--- src/rtl/scan_ctrl_pkg.sv ---
// scan_ctrl_pkg: register offsets, field positions and ramp state encoding shared by scan_ctrl_regs
package scan_ctrl_pkg;
  localparam logic [7:0] OFF_COMMIT = 8'h00;
  localparam logic [7:0] OFF_SCAN = 8'h01;
  localparam logic [7:0] OFF_LED = 8'h02;
  localparam logic [7:0] OFF_DAC = 8'h03;
  localparam logic [7:0] OFF_RAMP = 8'h04;
  localparam logic [7:0] OFF_MTR = 8'h10;
  localparam int SCAN_EN_BIT = 0;
  localparam int SCAN_SUB_LSB = 4;
  localparam int SCAN_FR_LSB = 8;
  localparam int DAC_GAIN_LSB = 0;
  localparam int DAC_OFF_LSB = 16;
  localparam int MTR_EN_BIT = 0;
  localparam int MTR_DIR_BIT = 1;
  localparam int MTR_SPD_LSB = 2;
  typedef enum logic [1:0] {RAMP_IDLE, RAMP_RUN, RAMP_REV, RAMP_STOP} ramp_state_e;
endpackage

--- src/rtl/mtr_ramp.sv ---
// mtr_ramp: one motor channel; ramps speed toward target per tick, decelerates before reversing or stopping
module mtr_ramp
  import scan_ctrl_pkg::*;
#(
  parameter int SPD_W = 16
) (
  input  logic             bus_clk,
  input  logic             nrst,
  input  logic             tick,
  input  logic             en,
  input  logic             dir,
  input  logic             stop,
  input  logic [SPD_W-1:0] target,
  input  logic [SPD_W-1:0] step,
  output logic             mtr_en,
  output logic             mtr_dir,
  output logic [SPD_W-1:0] speed
);
  ramp_state_e state, state_nx;
  logic [SPD_W-1:0] speed_nx, diff, toward, dec;
  logic en_nx, dir_nx, halt;
  always_comb begin
    halt = !en || stop;
    diff = target > speed ? target - speed : speed - target;
    toward = (step == '0 || step >= diff) ? target : target > speed ? speed + step : speed - step;
    dec = (step == '0 || step >= speed) ? '0 : speed - step;
    state_nx = state;
    speed_nx = speed;
    en_nx = mtr_en;
    dir_nx = mtr_dir;
    case (state)
      RAMP_IDLE:
        if (!halt) begin
          state_nx = RAMP_RUN;
          en_nx = 1'b1;
          dir_nx = dir;
        end
      RAMP_RUN:
        if (halt) state_nx = RAMP_STOP;
        else if (dir != mtr_dir) begin
          if (speed == '0) dir_nx = dir;
          else state_nx = RAMP_REV;
        end else if (tick) speed_nx = toward;
      RAMP_REV:
        if (halt) state_nx = RAMP_STOP;
        else if (speed == '0) begin
          state_nx = RAMP_RUN;
          dir_nx = dir;
        end else if (tick) speed_nx = dec;
      default:
        if (speed == '0) begin
          state_nx = RAMP_IDLE;
          en_nx = 1'b0;
        end else if (tick) speed_nx = dec;
    endcase
  end
  always_ff @(posedge bus_clk or negedge nrst)
    if (!nrst) begin
      state <= RAMP_IDLE;
      speed <= '0;
      mtr_en <= 1'b0;
      mtr_dir <= 1'b0;
    end else begin
      state <= state_nx;
      speed <= speed_nx;
      mtr_en <= en_nx;
      mtr_dir <= dir_nx;
    end
endmodule

--- src/rtl/scan_ctrl_regs.sv ---
// scan_ctrl_regs: shadow/commit control registers feeding motor ramps, scan, LED and DAC settings
// Optional write watchdog is built only when SCAN_CTRL_WDOG_EN is defined.
module scan_ctrl_regs
  import scan_ctrl_pkg::*;
#(
  parameter int          NUM_MTR     = 2,
  parameter int          SPD_W       = 16,
  parameter int          PWM_W       = 12,
  parameter int          RAMP_DIV    = 1000,
  parameter int          WDOG_CYCLES = 10_000_000,
  parameter logic [55:0] BASE_ADDR   = 56'h0
) (
  input  logic                     bus_clk,
  input  logic                     nrst,
  input  logic                     bus_valid,
  input  logic [63:0]              bus_addr,
  input  logic [31:0]              bus_data,
  input  logic [31:0]              bus_gpreg,
  output logic [NUM_MTR-1:0]       mtr_en,
  output logic [NUM_MTR-1:0]       mtr_dir,
  output logic [NUM_MTR*SPD_W-1:0] mtr_speed,
  output logic [PWM_W-1:0]         led_pwm_val,
  output logic                     scan_en,
  output logic [3:0]               scan_sub_smpl,
  output logic [7:0]               scan_fr,
  output logic [15:0]              dac_gain,
  output logic [15:0]              dac_offset,
  output logic                     wdog_trip
);
  localparam int RC_W = RAMP_DIV > 1 ? $clog2(RAMP_DIV) : 1;
  typedef struct packed {
    logic                          scan_en;
    logic [3:0]                    sub_smpl;
    logic [7:0]                    fr;
    logic [PWM_W-1:0]              led;
    logic [15:0]                   gain;
    logic [15:0]                   offset;
    logic [SPD_W-1:0]              step;
    logic [NUM_MTR-1:0]            men;
    logic [NUM_MTR-1:0]            mdir;
    logic [NUM_MTR-1:0][SPD_W-1:0] tgt;
  } regs_t;
  regs_t shadow, active;
  logic wr, tick, trip, stop, unused_gpreg;
  logic [7:0] off;
  logic [RC_W-1:0] rcnt;
  assign wr = bus_valid && bus_addr[63:8] == BASE_ADDR;
  assign off = bus_addr[7:0];
  assign tick = rcnt == RC_W'(RAMP_DIV - 1);
  assign stop = bus_gpreg[0] | trip;
  assign unused_gpreg = ^bus_gpreg[31:1];
  always_ff @(posedge bus_clk or negedge nrst)
    if (!nrst) rcnt <= '0;
    else rcnt <= tick ? '0 : rcnt + 1'b1;
  // COMMIT copies the shadow as it stood before this edge
  always_ff @(posedge bus_clk or negedge nrst)
    if (!nrst) begin
      shadow <= '0;
      active <= '0;
    end else if (wr) begin
      if (off == OFF_COMMIT) active <= shadow;
      if (off == OFF_SCAN) begin
        shadow.scan_en <= bus_data[SCAN_EN_BIT];
        shadow.sub_smpl <= bus_data[SCAN_SUB_LSB +: 4];
        shadow.fr <= bus_data[SCAN_FR_LSB +: 8];
      end
      if (off == OFF_LED) shadow.led <= bus_data[PWM_W-1:0];
      if (off == OFF_DAC) begin
        shadow.gain <= bus_data[DAC_GAIN_LSB +: 16];
        shadow.offset <= bus_data[DAC_OFF_LSB +: 16];
      end
      if (off == OFF_RAMP) shadow.step <= bus_data[SPD_W-1:0];
      for (int i = 0; i < NUM_MTR; i++)
        if (off == OFF_MTR + 8'(i)) begin
          shadow.men[i] <= bus_data[MTR_EN_BIT];
          shadow.mdir[i] <= bus_data[MTR_DIR_BIT];
          shadow.tgt[i] <= bus_data[MTR_SPD_LSB +: SPD_W];
        end
    end
`ifdef SCAN_CTRL_WDOG_EN
  localparam int WD_W = $clog2(WDOG_CYCLES + 1);
  logic [WD_W-1:0] wcnt;
  // counter saturates at WDOG_CYCLES so the trip stays sticky until the next write
  always_ff @(posedge bus_clk or negedge nrst)
    if (!nrst) begin
      wcnt <= '0;
      trip <= 1'b0;
    end else if (wr) begin
      wcnt <= '0;
      trip <= 1'b0;
    end else if (wcnt != WD_W'(WDOG_CYCLES)) begin
      wcnt <= wcnt + 1'b1;
      trip <= wcnt == WD_W'(WDOG_CYCLES - 1);
    end
`else
  assign trip = 1'b0;
`endif
  assign wdog_trip = trip;
  assign scan_en = active.scan_en & ~trip;
  assign scan_sub_smpl = active.sub_smpl;
  assign scan_fr = active.fr;
  assign led_pwm_val = active.led;
  assign dac_gain = active.gain;
  assign dac_offset = active.offset;
  for (genvar g = 0; g < NUM_MTR; g++) begin : g_ch
    mtr_ramp #(.SPD_W(SPD_W)) u_ch (
      .bus_clk(bus_clk),
      .nrst(nrst),
      .tick(tick),
      .en(active.men[g]),
      .dir(active.mdir[g]),
      .stop(stop),
      .target(active.tgt[g]),
      .step(active.step),
      .mtr_en(mtr_en[g]),
      .mtr_dir(mtr_dir[g]),
      .speed(mtr_speed[g*SPD_W +: SPD_W])
    );
  end
endmodule

--- config.mk ---
export PLATFORM = sky130hd
export DESIGN_NAME = scan_ctrl_regs
export DESIGN_NICKNAME = d
export VERILOG_FILES = /design/src/rtl/scan_ctrl_pkg.sv /design/src/rtl/mtr_ramp.sv /design/src/rtl/scan_ctrl_regs.sv
export SDC_FILE = /design/constraint.sdc
export NUM_CORES = 1
export LEC_CHECK = 0
export CORE_ASPECT_RATIO = 0.9
export CORE_MARGIN = 3
export CORE_UTILIZATION = 57
export CTS_CLUSTER_DIAMETER = 120
export CTS_CLUSTER_SIZE = 30
export DETAILED_ROUTE_END_ITERATION = 10
export PLACE_DENSITY = 0.86
export SETUP_SLACK_MARGIN = 0.5
export SKIP_LAST_GASP = 1
export SYNTH_ARGS = -nofsm -noshare
export SYNTH_HDL_FRONTEND = slang
export SYNTH_SLANG_ARGS = --single-unit
--- constraint.sdc ---
create_clock -name bus_clk -period 7.5 [get_ports bus_clk]
set_input_delay 1.5 -clock bus_clk [delete_from_list [all_inputs] [get_ports bus_clk]]
set_output_delay 1.5 -clock bus_clk [all_outputs]
set_load 0.02 [all_outputs]
==> run metrics <==
outcome completed; initial core utilization 58.4%; Filler Cell Count 2,334; grt ovf 0; Synth Area per Inst 10.1 um^2; final setup vio count 0; Max clock buf depth 3; hold crit path type flip-flop to flip-flop; row count 61; 1st-pass router iterations 7; Syn Std Cell Area 18,200 um^2; global-route wire length before repair 81,100 um; Worst-Margin Slew 1160 ps; I/O Pins 225; Post-synth EDFFs 0; DR iter-0 viols 1,254; GP Congestion 0.952; full die area 34,200 um^2; core area 31,200 um^2; kind of critical path flip-flop to flip-flop; Final #Nets 2,201; sequential element share of the synthesized area 36.8%; Clock Pin Slew Worst Setup and Hold Paths 110 ps; # hold bufs at CTS 0; Setup TNS 0 ps; Num CTS Buffers 13; hold path depth 1; clock sinks 268; crit path max fanout 18; setup bufs post-CTS 0; I/O Buffers 192; largest net degree at the start of global routing 205; Fin. Hold Viols 0; synthesized flop and latch total 268; fmax 0.157 GHz; final period utilization 85.2%; Clock Skews 15.1 ps; initial antenna violation count 0; Synth Flop Type dfrtp_1; Layout area overhead 11.7%; Async SR Flop Fraction 100%; Die Y 176 um; Period minus WS final 6390 ps; share of post-route cells with drive strength above 1 12.8%; drt wl/cell 22.5 um; worst vdd ir 0.000173 V; Max Cap Viol 0; syn_nets 2,113; reg2reg path depth 20; PwrDens 115 nW/um^2; CTS-repair resized insts 0; post-DP HPWL 38,900 um; routed wire length 52,000 um; Yosys warning total 0; Clock Latency Late Sink 500 ps; via count of the first global-routing pass 14,600; CTS root buf clkbuf_16; TritonCTS clock tree built; Ant. Diodes 0; fin util 65.3%; CP Capture Type flip-flop; vias per cell 6.27; Mapped Cells 1,809; Die X 195 um; CP arrival 6750 ps; critical path required time 7860 ps; # DRC 0; via count 14,500; startpoint class of the critical path flip-flop; final slew viol count 0; Leak Pwr 0.00982 uW; Slew Limit Headroom 22.4%; maximum level of the CTS H-tree 1; Synth cell types 82; RSZ-0062 raised after global routing no; Total GRT Usage 29.6%; Routed Antenna Nets 0
## area by class of cell
cell class	instances	area, um^2	share of cell area (%)
Clock buffer	13	325	1.60
Clock inverter	4	45.0	0.221
Inverter	135	507	2.49
Multi-Input combinational cell	1275	10200	50.3
Sequential cell	268	6710	32.9
Tap cell	409	512	2.51
Timing Repair Buffer	204	2030	9.96
## where the power goes
group          switching [uW]  internal, uW
Clock                     479           331
Sequential                  0          1440
Combinational            49.2          48.5
## critical path, stage by stage (launching register included)
cell,delay [ps]
dfrtp_1,700
inv_1,240
fa_1,510
a21oi_1,220
o21ai_0,120
a21oi_1,380
o211ai_2,160
and2_1,470
a211oi_1,340
a22oi_1,170
a41o_2,360
a31oi_1,280
xnor2_1,170
ha_1,260
a211oi_1,330
nand2b_1,100
a21oi_1,210
o21ai_0,300
and2_1,330
a222oi_1,490
o21ai_1,100
## registers in the layout, summed over array words and instances, names as in the netlist, 2 cells and up
signal / flops
g_ch.u_ch.speed: 32
g_ch.u_ch.state: 4
active: 52
dac_gain: 16
g_ch.u_ch.mtr_dir: 2
scan_sub_smpl: 4
led_pwm_val: 12
shadow: 109
rcnt: 10
g_ch.u_ch.mtr_en: 2
dac_offset: 16
scan_fr: 8
## cell usage after synthesis, drive strengths merged (31+ instances only)
cell      n  share of area, %
dfrtp   268                37
mux2    225                14
ha      165                11
inv     135               2.8
a21oi   114               3.1
nor2     98               2.0
buf      90               3.5
nand2    89               1.8
o21ai    78               2.1
xnor2    57               2.7
clkbuf   41              0.85
mux2i    36               2.0
nand3    31              0.88
## kinds of logic (layout without fill, tap and decap cells)
logic type      after synthesis  after routing  synth area share [%]
compound gates              394            394                  14.2
xor+xnor                     84             84                  4.03
fa+ha+maj                   173            173                  12.2
buf+inv                     266            356                  7.10
flops                       268            268                  36.8
mux                         261            261                  15.9
other cells                   1              1                0.0206
simple gates                362            362                  9.82
## cells in the final DEF (no fill, tap or decap), types with 27 or more instances in the layout
| master | synthesis | layout |
|---|---|---|
| a21oi_1 | 113 | 113 |
| dfrtp_1 | 268 | 268 |
| nand2_1 | 88 | 87 |
| nor4_1 | 30 | 30 |
| ha_1 | 165 | 165 |
| nand3_1 | 30 | 30 |
| nor2_1 | 98 | 98 |
| clkdlybuf4s50_1 | 0 | 191 |
| a21o_1 | 29 | 29 |
| xor2_1 | 27 | 27 |
| mux2_2 | 192 | 192 |
| xnor2_1 | 57 | 57 |
| o21ai_0 | 74 | 74 |
| mux2i_1 | 35 | 35 |
| mux2_1 | 33 | 33 |
| inv_1 | 134 | 134 |
## path summary, 6_finish.rpt
check                                                   from                           endpoint  slack [ps]
max                        g_ch[0].u_ch.speed[1]$_DFFE_PN0P_  g_ch[0].u_ch.speed[9]$_DFFE_PN0P_        1110
max reg2reg                g_ch[0].u_ch.speed[1]$_DFFE_PN0P_  g_ch[0].u_ch.speed[9]$_DFFE_PN0P_        1110
min in group asynchronous                               nrst  g_ch[1].u_ch.speed[5]$_DFFE_PN0P_         940
max in group asynchronous                               nrst   g_ch[0].u_ch.mtr_dir$_DFFE_PN0P_        5120
min reg2reg                           shadow[93]$_DFFE_PN0P_             shadow[93]$_DFFE_PN0P_         500
min                                   shadow[93]$_DFFE_PN0P_             shadow[93]$_DFFE_PN0P_         500
## routing by layer
metal | vias up | track usage (%) | part of all wire [%]
li1 | 6552 | - | -
met1 | 7181 | 39.1 | 41
met2 | 606 | 49.0 | 46
met3 | 131 | 6.96 | 9.2
met4 | 0 | 8.91 | 3.5
met5 | - | 0 | 0
## metrics by stage
step / setup slack [ps] / power [uW] / instances / area, um^2 / hold slack (ps)
floorplan: 2180 / 1480 / 1809 / 18200 / 452
global placement: 1570 / 1570 / 2291 / 20000 / 458
detailed placement: 1390 / 1570 / 2291 / 20000 / 474
CTS: 1300 / 2360 / 2308 / 20400 / 506
global route: 712 / 2410 / 2308 / 20400 / 524
finish: 1110 / 2350 / 2308 / 20400 / 502
(Power assumes the default switching activity.)
